--- src/rtl/alu_mul_seq_if.sv ---
// ----------------------------------------------------------------------------
// alu_mul_seq_if
//   Bundle of the signals between the MUL sequencer, the pipeline control that
//   requests a multiply, and the shared EX-stage ALU.
//
//   Request side : start, op_a, op_b
//   ALU side     : alu_result (from ALU), alu_sel/alu_src_a/alu_src_b/alu_ctrl
//                  (to the EX operand mux)
//   Status side  : stall, busy, done, result
//
//   modport slave  : the sequencer's view
//   modport master : the pipeline / ALU environment's view
// ----------------------------------------------------------------------------
interface alu_mul_seq_if #(
  parameter int XLEN = 32
);
  logic            start;
  logic [XLEN-1:0] op_a;
  logic [XLEN-1:0] op_b;
  logic [XLEN-1:0] alu_result;
  logic            alu_sel;
  logic [XLEN-1:0] alu_src_a;
  logic [XLEN-1:0] alu_src_b;
  logic [3:0]      alu_ctrl;
  logic            stall;
  logic            busy;
  logic            done;
  logic [XLEN-1:0] result;

  modport slave (
    input  start, op_a, op_b, alu_result,
    output alu_sel, alu_src_a, alu_src_b, alu_ctrl,
    output stall, busy, done, result
  );

  modport master (
    output start, op_a, op_b, alu_result,
    input  alu_sel, alu_src_a, alu_src_b, alu_ctrl,
    input  stall, busy, done, result
  );
endinterface

--- src/rtl/alu_mul_seq.sv ---
// ----------------------------------------------------------------------------
// alu_mul_seq
//   Multi-cycle MUL sequencer that borrows the EX-stage ALU. A shift-add loop
//   performs one ALU add per cycle for exactly XLEN cycles and produces the
//   low XLEN bits of op_a*op_b (RV32M MUL). Sign needs no correction for the
//   low half of the product.
//
//   Ports
//     clk  : rising-edge clock
//     rst  : synchronous reset, active-high
//     bus  : alu_mul_seq_if.slave
//            start/op_a/op_b   request, operands captured on acceptance in IDLE
//            alu_result        combinational sum returned by the shared ALU
//            alu_sel           1 = EX mux feeds alu_src_a/alu_src_b/alu_ctrl
//            alu_src_a/b       accumulator / (multiplicand or 0); 0 when idle
//            alu_ctrl          always ADD (4'b0000)
//            stall             freeze IF/ID/EX
//            busy              high while the loop runs
//            done              one-cycle pulse, result valid
//            result            product, held until the next completion
// ----------------------------------------------------------------------------
module alu_mul_seq #(
  parameter int XLEN  = 32,
  parameter int CNT_W = 6
) (
  input  logic         clk,
  input  logic         rst,
  alu_mul_seq_if.slave bus
);

  typedef enum logic [1:0] {
    IDLE = 2'd0,
    RUN  = 2'd1,
    DONE = 2'd2
  } state_t;

  localparam logic [CNT_W-1:0] CNT_LAST = CNT_W'(XLEN - 1);
  localparam logic [CNT_W-1:0] CNT_ONE  = CNT_W'(1);
  localparam logic [XLEN-1:0]  ZERO_X   = {XLEN{1'b0}};
  localparam logic [3:0]       ALU_ADD  = 4'b0000;

  state_t          state_r;
  state_t          next_state_s;
  logic [CNT_W-1:0] cnt_r;
  logic [XLEN-1:0] acc_r;
  logic [XLEN-1:0] mcand_r;
  logic [XLEN-1:0] mplier_r;
  logic [XLEN-1:0] result_r;

  logic            alu_sel_s;
  logic [XLEN-1:0] alu_src_a_s;
  logic [XLEN-1:0] alu_src_b_s;
  logic            stall_s;
  logic            busy_s;
  logic            done_s;

  // State register
  always_ff @(posedge clk) begin
    if (rst) begin
      state_r <= IDLE;
    end else begin
      state_r <= next_state_s;
    end
  end

  // Next-state logic: fixed XLEN-cycle loop, no early exit
  always_comb begin
    next_state_s = state_r;
    case (state_r)
      IDLE: begin
        if (bus.start) begin
          next_state_s = RUN;
        end else begin
          next_state_s = IDLE;
        end
      end
      RUN: begin
        if (cnt_r == CNT_LAST) begin
          next_state_s = DONE;
        end else begin
          next_state_s = RUN;
        end
      end
      DONE:    next_state_s = IDLE;
      default: next_state_s = IDLE;
    endcase
  end

  // Datapath registers: operand capture, shift-add step, result latch
  always_ff @(posedge clk) begin
    if (rst) begin
      cnt_r    <= {CNT_W{1'b0}};
      acc_r    <= ZERO_X;
      mcand_r  <= ZERO_X;
      mplier_r <= ZERO_X;
      result_r <= ZERO_X;
    end else begin
      case (state_r)
        IDLE: begin
          if (bus.start) begin
            cnt_r    <= {CNT_W{1'b0}};
            acc_r    <= ZERO_X;
            mcand_r  <= bus.op_a;
            mplier_r <= bus.op_b;
          end else begin
            cnt_r    <= cnt_r;
          end
        end
        RUN: begin
          acc_r    <= bus.alu_result;
          mcand_r  <= {mcand_r[XLEN-2:0], 1'b0};
          mplier_r <= {1'b0, mplier_r[XLEN-1:1]};
          cnt_r    <= cnt_r + CNT_ONE;
          // Latch the final sum on the edge into DONE so result lines up with done
          if (cnt_r == CNT_LAST) begin
            result_r <= bus.alu_result;
          end else begin
            result_r <= result_r;
          end
        end
        DONE: begin
          cnt_r <= cnt_r;
        end
        default: begin
          cnt_r <= {CNT_W{1'b0}};
        end
      endcase
    end
  end

  // Output decode: ALU ownership, stall and status per state
  always_comb begin
    alu_sel_s   = 1'b0;
    alu_src_a_s = ZERO_X;
    alu_src_b_s = ZERO_X;
    stall_s     = 1'b0;
    busy_s      = 1'b0;
    done_s      = 1'b0;
    case (state_r)
      IDLE: begin
        // Stall already in the accept cycle so the MUL instruction holds in EX
        stall_s = bus.start;
      end
      RUN: begin
        alu_sel_s   = 1'b1;
        alu_src_a_s = acc_r;
        if (mplier_r[0]) begin
          alu_src_b_s = mcand_r;
        end else begin
          alu_src_b_s = ZERO_X;
        end
        stall_s = 1'b1;
        busy_s  = 1'b1;
      end
      DONE: begin
        // Still stalled so EX can write back the result this cycle
        stall_s = 1'b1;
        done_s  = 1'b1;
      end
      default: begin
        stall_s = 1'b0;
      end
    endcase
  end

  assign bus.alu_sel   = alu_sel_s;
  assign bus.alu_src_a = alu_src_a_s;
  assign bus.alu_src_b = alu_src_b_s;
  assign bus.alu_ctrl  = ALU_ADD;
  assign bus.stall     = stall_s;
  assign bus.busy      = busy_s;
  assign bus.done      = done_s;
  assign bus.result    = result_r;

endmodule

--- src/flat_wrapper.sv ---
// flat-port wrapper written by rule: the top's interface ports become plain ports
module alu_mul_seq_flat 
#(
  parameter int XLEN  = 32,
  parameter int CNT_W = 6
)
  (clk, rst, bus_start, bus_op_a, bus_op_b, bus_alu_result, bus_alu_sel, bus_alu_src_a, bus_alu_src_b, bus_alu_ctrl, bus_stall, bus_busy, bus_done, bus_result);
  alu_mul_seq_if #(.XLEN(XLEN)) bus_i ();
  input  logic clk;
  input  logic rst;
  input wire logic [$bits(bus_i.start)-1:0] bus_start;
  input wire logic [$bits(bus_i.op_a)-1:0] bus_op_a;
  input wire logic [$bits(bus_i.op_b)-1:0] bus_op_b;
  input wire logic [$bits(bus_i.alu_result)-1:0] bus_alu_result;
  output wire logic [$bits(bus_i.alu_sel)-1:0] bus_alu_sel;
  output wire logic [$bits(bus_i.alu_src_a)-1:0] bus_alu_src_a;
  output wire logic [$bits(bus_i.alu_src_b)-1:0] bus_alu_src_b;
  output wire logic [$bits(bus_i.alu_ctrl)-1:0] bus_alu_ctrl;
  output wire logic [$bits(bus_i.stall)-1:0] bus_stall;
  output wire logic [$bits(bus_i.busy)-1:0] bus_busy;
  output wire logic [$bits(bus_i.done)-1:0] bus_done;
  output wire logic [$bits(bus_i.result)-1:0] bus_result;
  assign bus_i.start = bus_start;
  assign bus_i.op_a = bus_op_a;
  assign bus_i.op_b = bus_op_b;
  assign bus_i.alu_result = bus_alu_result;
  assign bus_alu_sel = bus_i.alu_sel;
  assign bus_alu_src_a = bus_i.alu_src_a;
  assign bus_alu_src_b = bus_i.alu_src_b;
  assign bus_alu_ctrl = bus_i.alu_ctrl;
  assign bus_stall = bus_i.stall;
  assign bus_busy = bus_i.busy;
  assign bus_done = bus_i.done;
  assign bus_result = bus_i.result;
  alu_mul_seq #(.XLEN(XLEN), .CNT_W(CNT_W)) u_core (.clk(clk), .rst(rst), .bus(bus_i));
endmodule
--- config.mk ---
export PLATFORM = sky130hd
export DESIGN_NAME = alu_mul_seq_flat
export DESIGN_NICKNAME = d
export VERILOG_FILES = /design/src/rtl/alu_mul_seq_if.sv /design/src/rtl/alu_mul_seq.sv /design/src/flat_wrapper.sv
export SDC_FILE = /design/constraint.sdc
export NUM_CORES = 1
export LEC_CHECK = 0
export BUFFER_PORTS_ARGS = -buffer_cell sky130_fd_sc_hd__buf_4
export CORE_ASPECT_RATIO = 0.6
export CORE_UTILIZATION = 25
export DETAILED_ROUTE_END_ITERATION = 16
export PLACE_DENSITY_LB_ADDON = 0.12
export SYNTH_ARGS = -nofsm -noshare
export SYNTH_HDL_FRONTEND = slang
export SYNTH_SLANG_ARGS = --single-unit
--- constraint.sdc ---
create_clock -name clk -period 2.95 [get_ports clk]
set_input_delay 0.59 -clock clk [delete_from_list [all_inputs] [get_ports clk]]
set_output_delay 0.59 -clock clk [all_outputs]
set_load 0.1 [all_outputs]
==> out/summary.txt <==
outcome: finished clean
# fillers: 2,527
Post-Syn Area: 6250 um^2
crit end category: output pin
Total Die Area: 25,600 um^2
DRC: 0
worst reg-to-reg path cell count: 7
VDD IR max: 0.365 mV
first-pass GRT wire length: 27,900 um
Final setup viols: 0
Final Util: 0.356
fin. max-slew vios: 0
Comb pwr share: 0.161
M1 GR Usage: 0.204
RSZ-0062 raised after global routing: false
CP arrival: 2.08 ns
Warnings, synthesis: 0
Setup CP Type: flip-flop to output pin
Setup Skew: 0.0132 ns
Worst EP required: 2.36 ns
Power Internal: 3.54 mW
GP Congestion: 0.728
antenna violations before repair: 0
WHS Path Cells: 3
H-tree depth: 4
count of different cell masters after synthesis: 32
Post-synth EDFFs: 0
Final Non-Filler Cells: 1,166
First-pass DRT Iterations: 4
# resized after CTS: 0
P_leak: 3.61 nW
commonest non-fill, non-tap cell in the layout: buf_4
post-detailed-route wirelength per cell: 15.4 um
R2R Path Start: u_core.state_r[1]
CTS tree: yes
# port buffers: 198
Synth Area in Simple Gates: 0.207
number of buffers created by CTS: 17
clk slew on worst S/H paths: 0.06 ns
complex-gate fraction of the synthesized area: 0.136
Mapped Cells: 667
GRT Total Usage: 0.140
Num Clock Sinks: 136
Cell Rows: 44
CP startpoint kind: flip-flop
clock root buffer: clkbuf_16
DRT iter0 DRCs: 201
Seq. cell area: 2720 um^2
main combinational cell family by area after synthesis: simple AND/OR/NAND/NOR gates
initial core utilization: 0.257
worst slew pin tran: 0.557 ns
Switch Pwr: 1.42 mW
core area: 24,300 um^2
largest net degree at the start of global routing: 71
Max-slew headroom: 0.628
sequential group share of total power: 0.408
Total Wirelength: 18,000 um
multi-input logic area: 3260 um^2
CP startpoint: u_core.state_r[1]
Sw Share: 0.287
Post-DRT Antenna Nets: 0
Via-to-Cell Ratio: 4.45
maximum clock rate: 0.375 GHz
fin crit share: 0.904
layout cell share with drive strength beyond 1: 0.334
hold path startpoint: bus_op_a[0]
later-pin clock latency in the skew report: 0.42 ns
Placed Instances: 1,134
endpoints failing hold: 0
Syn-to-layout area delta: 38.7%
multiplexer share of the synthesized area: 0.155
clk buf depth: 2
Overflow after GRT: 0
register area share after synthesis: 0.436
ys flop type: dfxtp_1
worst hold path type: input port to flip-flop
Synth Area in XOR/XNOR: 0
Die Span Y: 124 um
vias in the first global route: 4,935
max-cap viol count: 0
Setup Fix Bufs, Post-CTS: 0
PD cells: 573 nW/um^2
DR vias: 5,192
most frequent cells in the layout: buf_4 (206), dfxtp_1 (136), nor2_1 (98)
Final min period: 2.67 ns
met2 Use GR: 0.201
DPL Wire Length: 12,100 um
Hold Buf Count CTS: 0
Synth Area in Adders: 0.0100
global-route met3 utilization: 0.0382
gr busiest metal: met1
chip width: 206 um
# diodes: 0
syn_area_per_cell: 9.36 um^2
Clock power frac: 0.431
worst-path fanout max: 50
IO Count: 203
TNS Setup: 0 ns
NumNets Final: 935
Post-synth ARST share: 0
Yosys reg bits: 136
## metrics by stage
step	hold slack, ns	instance area (um^2)	total power [mW]	worst slack [ns]
4_1_cts	0.385	8670	5.06	0.218
2_1_floorplan	0.446	6300	2.60	0.00994
6_report	0.409	8670	4.96	0.282
3_3_place_gp	0.457	8080	2.87	0.697
5_1_grt	0.393	8670	5.21	0.108
3_5_place_dp	0.464	8080	2.87	0.673
## per-layer routing
metal | vias to the layer above | routed length (um) | part of all wire
li1 | 2690 | - | -
met1 | 2395 | 9360 | 0.52
met2 | 98 | 7570 | 0.42
met3 | 9 | 876 | 0.049
met4 | 0 | 145 | 0.0081
met5 | - | 0 | 0
## cell families after synthesis
logic type,Yosys count
flip-flops,136
multiplexers,96
adder cells (fa/ha/maj),5
AND/OR/NAND/NOR,244
AO/OA/AOI/OAI,112
other,1
buffers and inverters,73
## synthesized netlist by cell type, types with 2 or more instances
library cell | count | share of area
a211oi_1 | 62 | 0.075
a21oi_1 | 8 | 0.0064
a22oi_1 | 2 | 0.0024
a32oi_1 | 32 | 0.045
and2_1 | 32 | 0.032
and3_1 | 32 | 0.032
buf_2 | 22 | 0.018
buf_4 | 8 | 0.0096
buf_6 | 2 | 0.0036
clkbuf_1 | 38 | 0.023
dfxtp_1 | 136 | 0.44
ha_1 | 5 | 0.010
inv_1 | 2 | 0.0012
mux2i_1 | 95 | 0.15
nand2_1 | 2 | 0.0012
nand2b_1 | 66 | 0.066
nand3_1 | 2 | 0.0016
nand4b_1 | 2 | 0.0028
nor2_1 | 98 | 0.059
o21ai_0 | 4 | 0.0032
o31ai_1 | 3 | 0.0036
or3_1 | 2 | 0.0020
or4_1 | 3 | 0.0036
## critical path: stages (launching register included)
cell	delay, ns
dfxtp_1	0.32
inv_1	0.11
ha_4	0.29
buf_12	0.26
buf_4	0.23
and2_1	0.15
buf_4	0.28
## power groups by stage
stage | logic, mW | registers [mW] | clock network, mW
after floorplan | 0.567 | 2.04 | 0
after global placement | 0.800 | 2.07 | 0
after detailed placement | 0.805 | 2.07 | 0
after CTS | 0.808 | 2.02 | 2.23
after global routing | 0.871 | 2.04 | 2.30
final | 0.798 | 2.02 | 2.14
## state kept, by name, indices dropped and copies added (netlist names)
register and cells:
u_core.acc_r 32, u_core.bus.result 32, u_core.mcand_r 32, u_core.mplier_r 32, u_core.cnt_r 6, u_core.state_r 2
## path summary, 6_finish.rpt
kind,slack [ns],end
hold reg to reg,0.47,u_core.bus.result[3]
setup reg to reg,0.88,u_core.mplier_r[4]
hold / removal,0.41,u_core.mcand_r[0]
setup / recovery,0.28,bus_alu_src_a[12]
## layout make-up
type,instances,share of cell area
well taps,322,0.0465
clock inverters,14,0.0172
clock buffers,18,0.0507
inverters,2,0.000866
multi-input cells,461,0.376
repair buffers,213,0.195
flip-flops and latches,136,0.314
(Power assumes the default switching activity.)
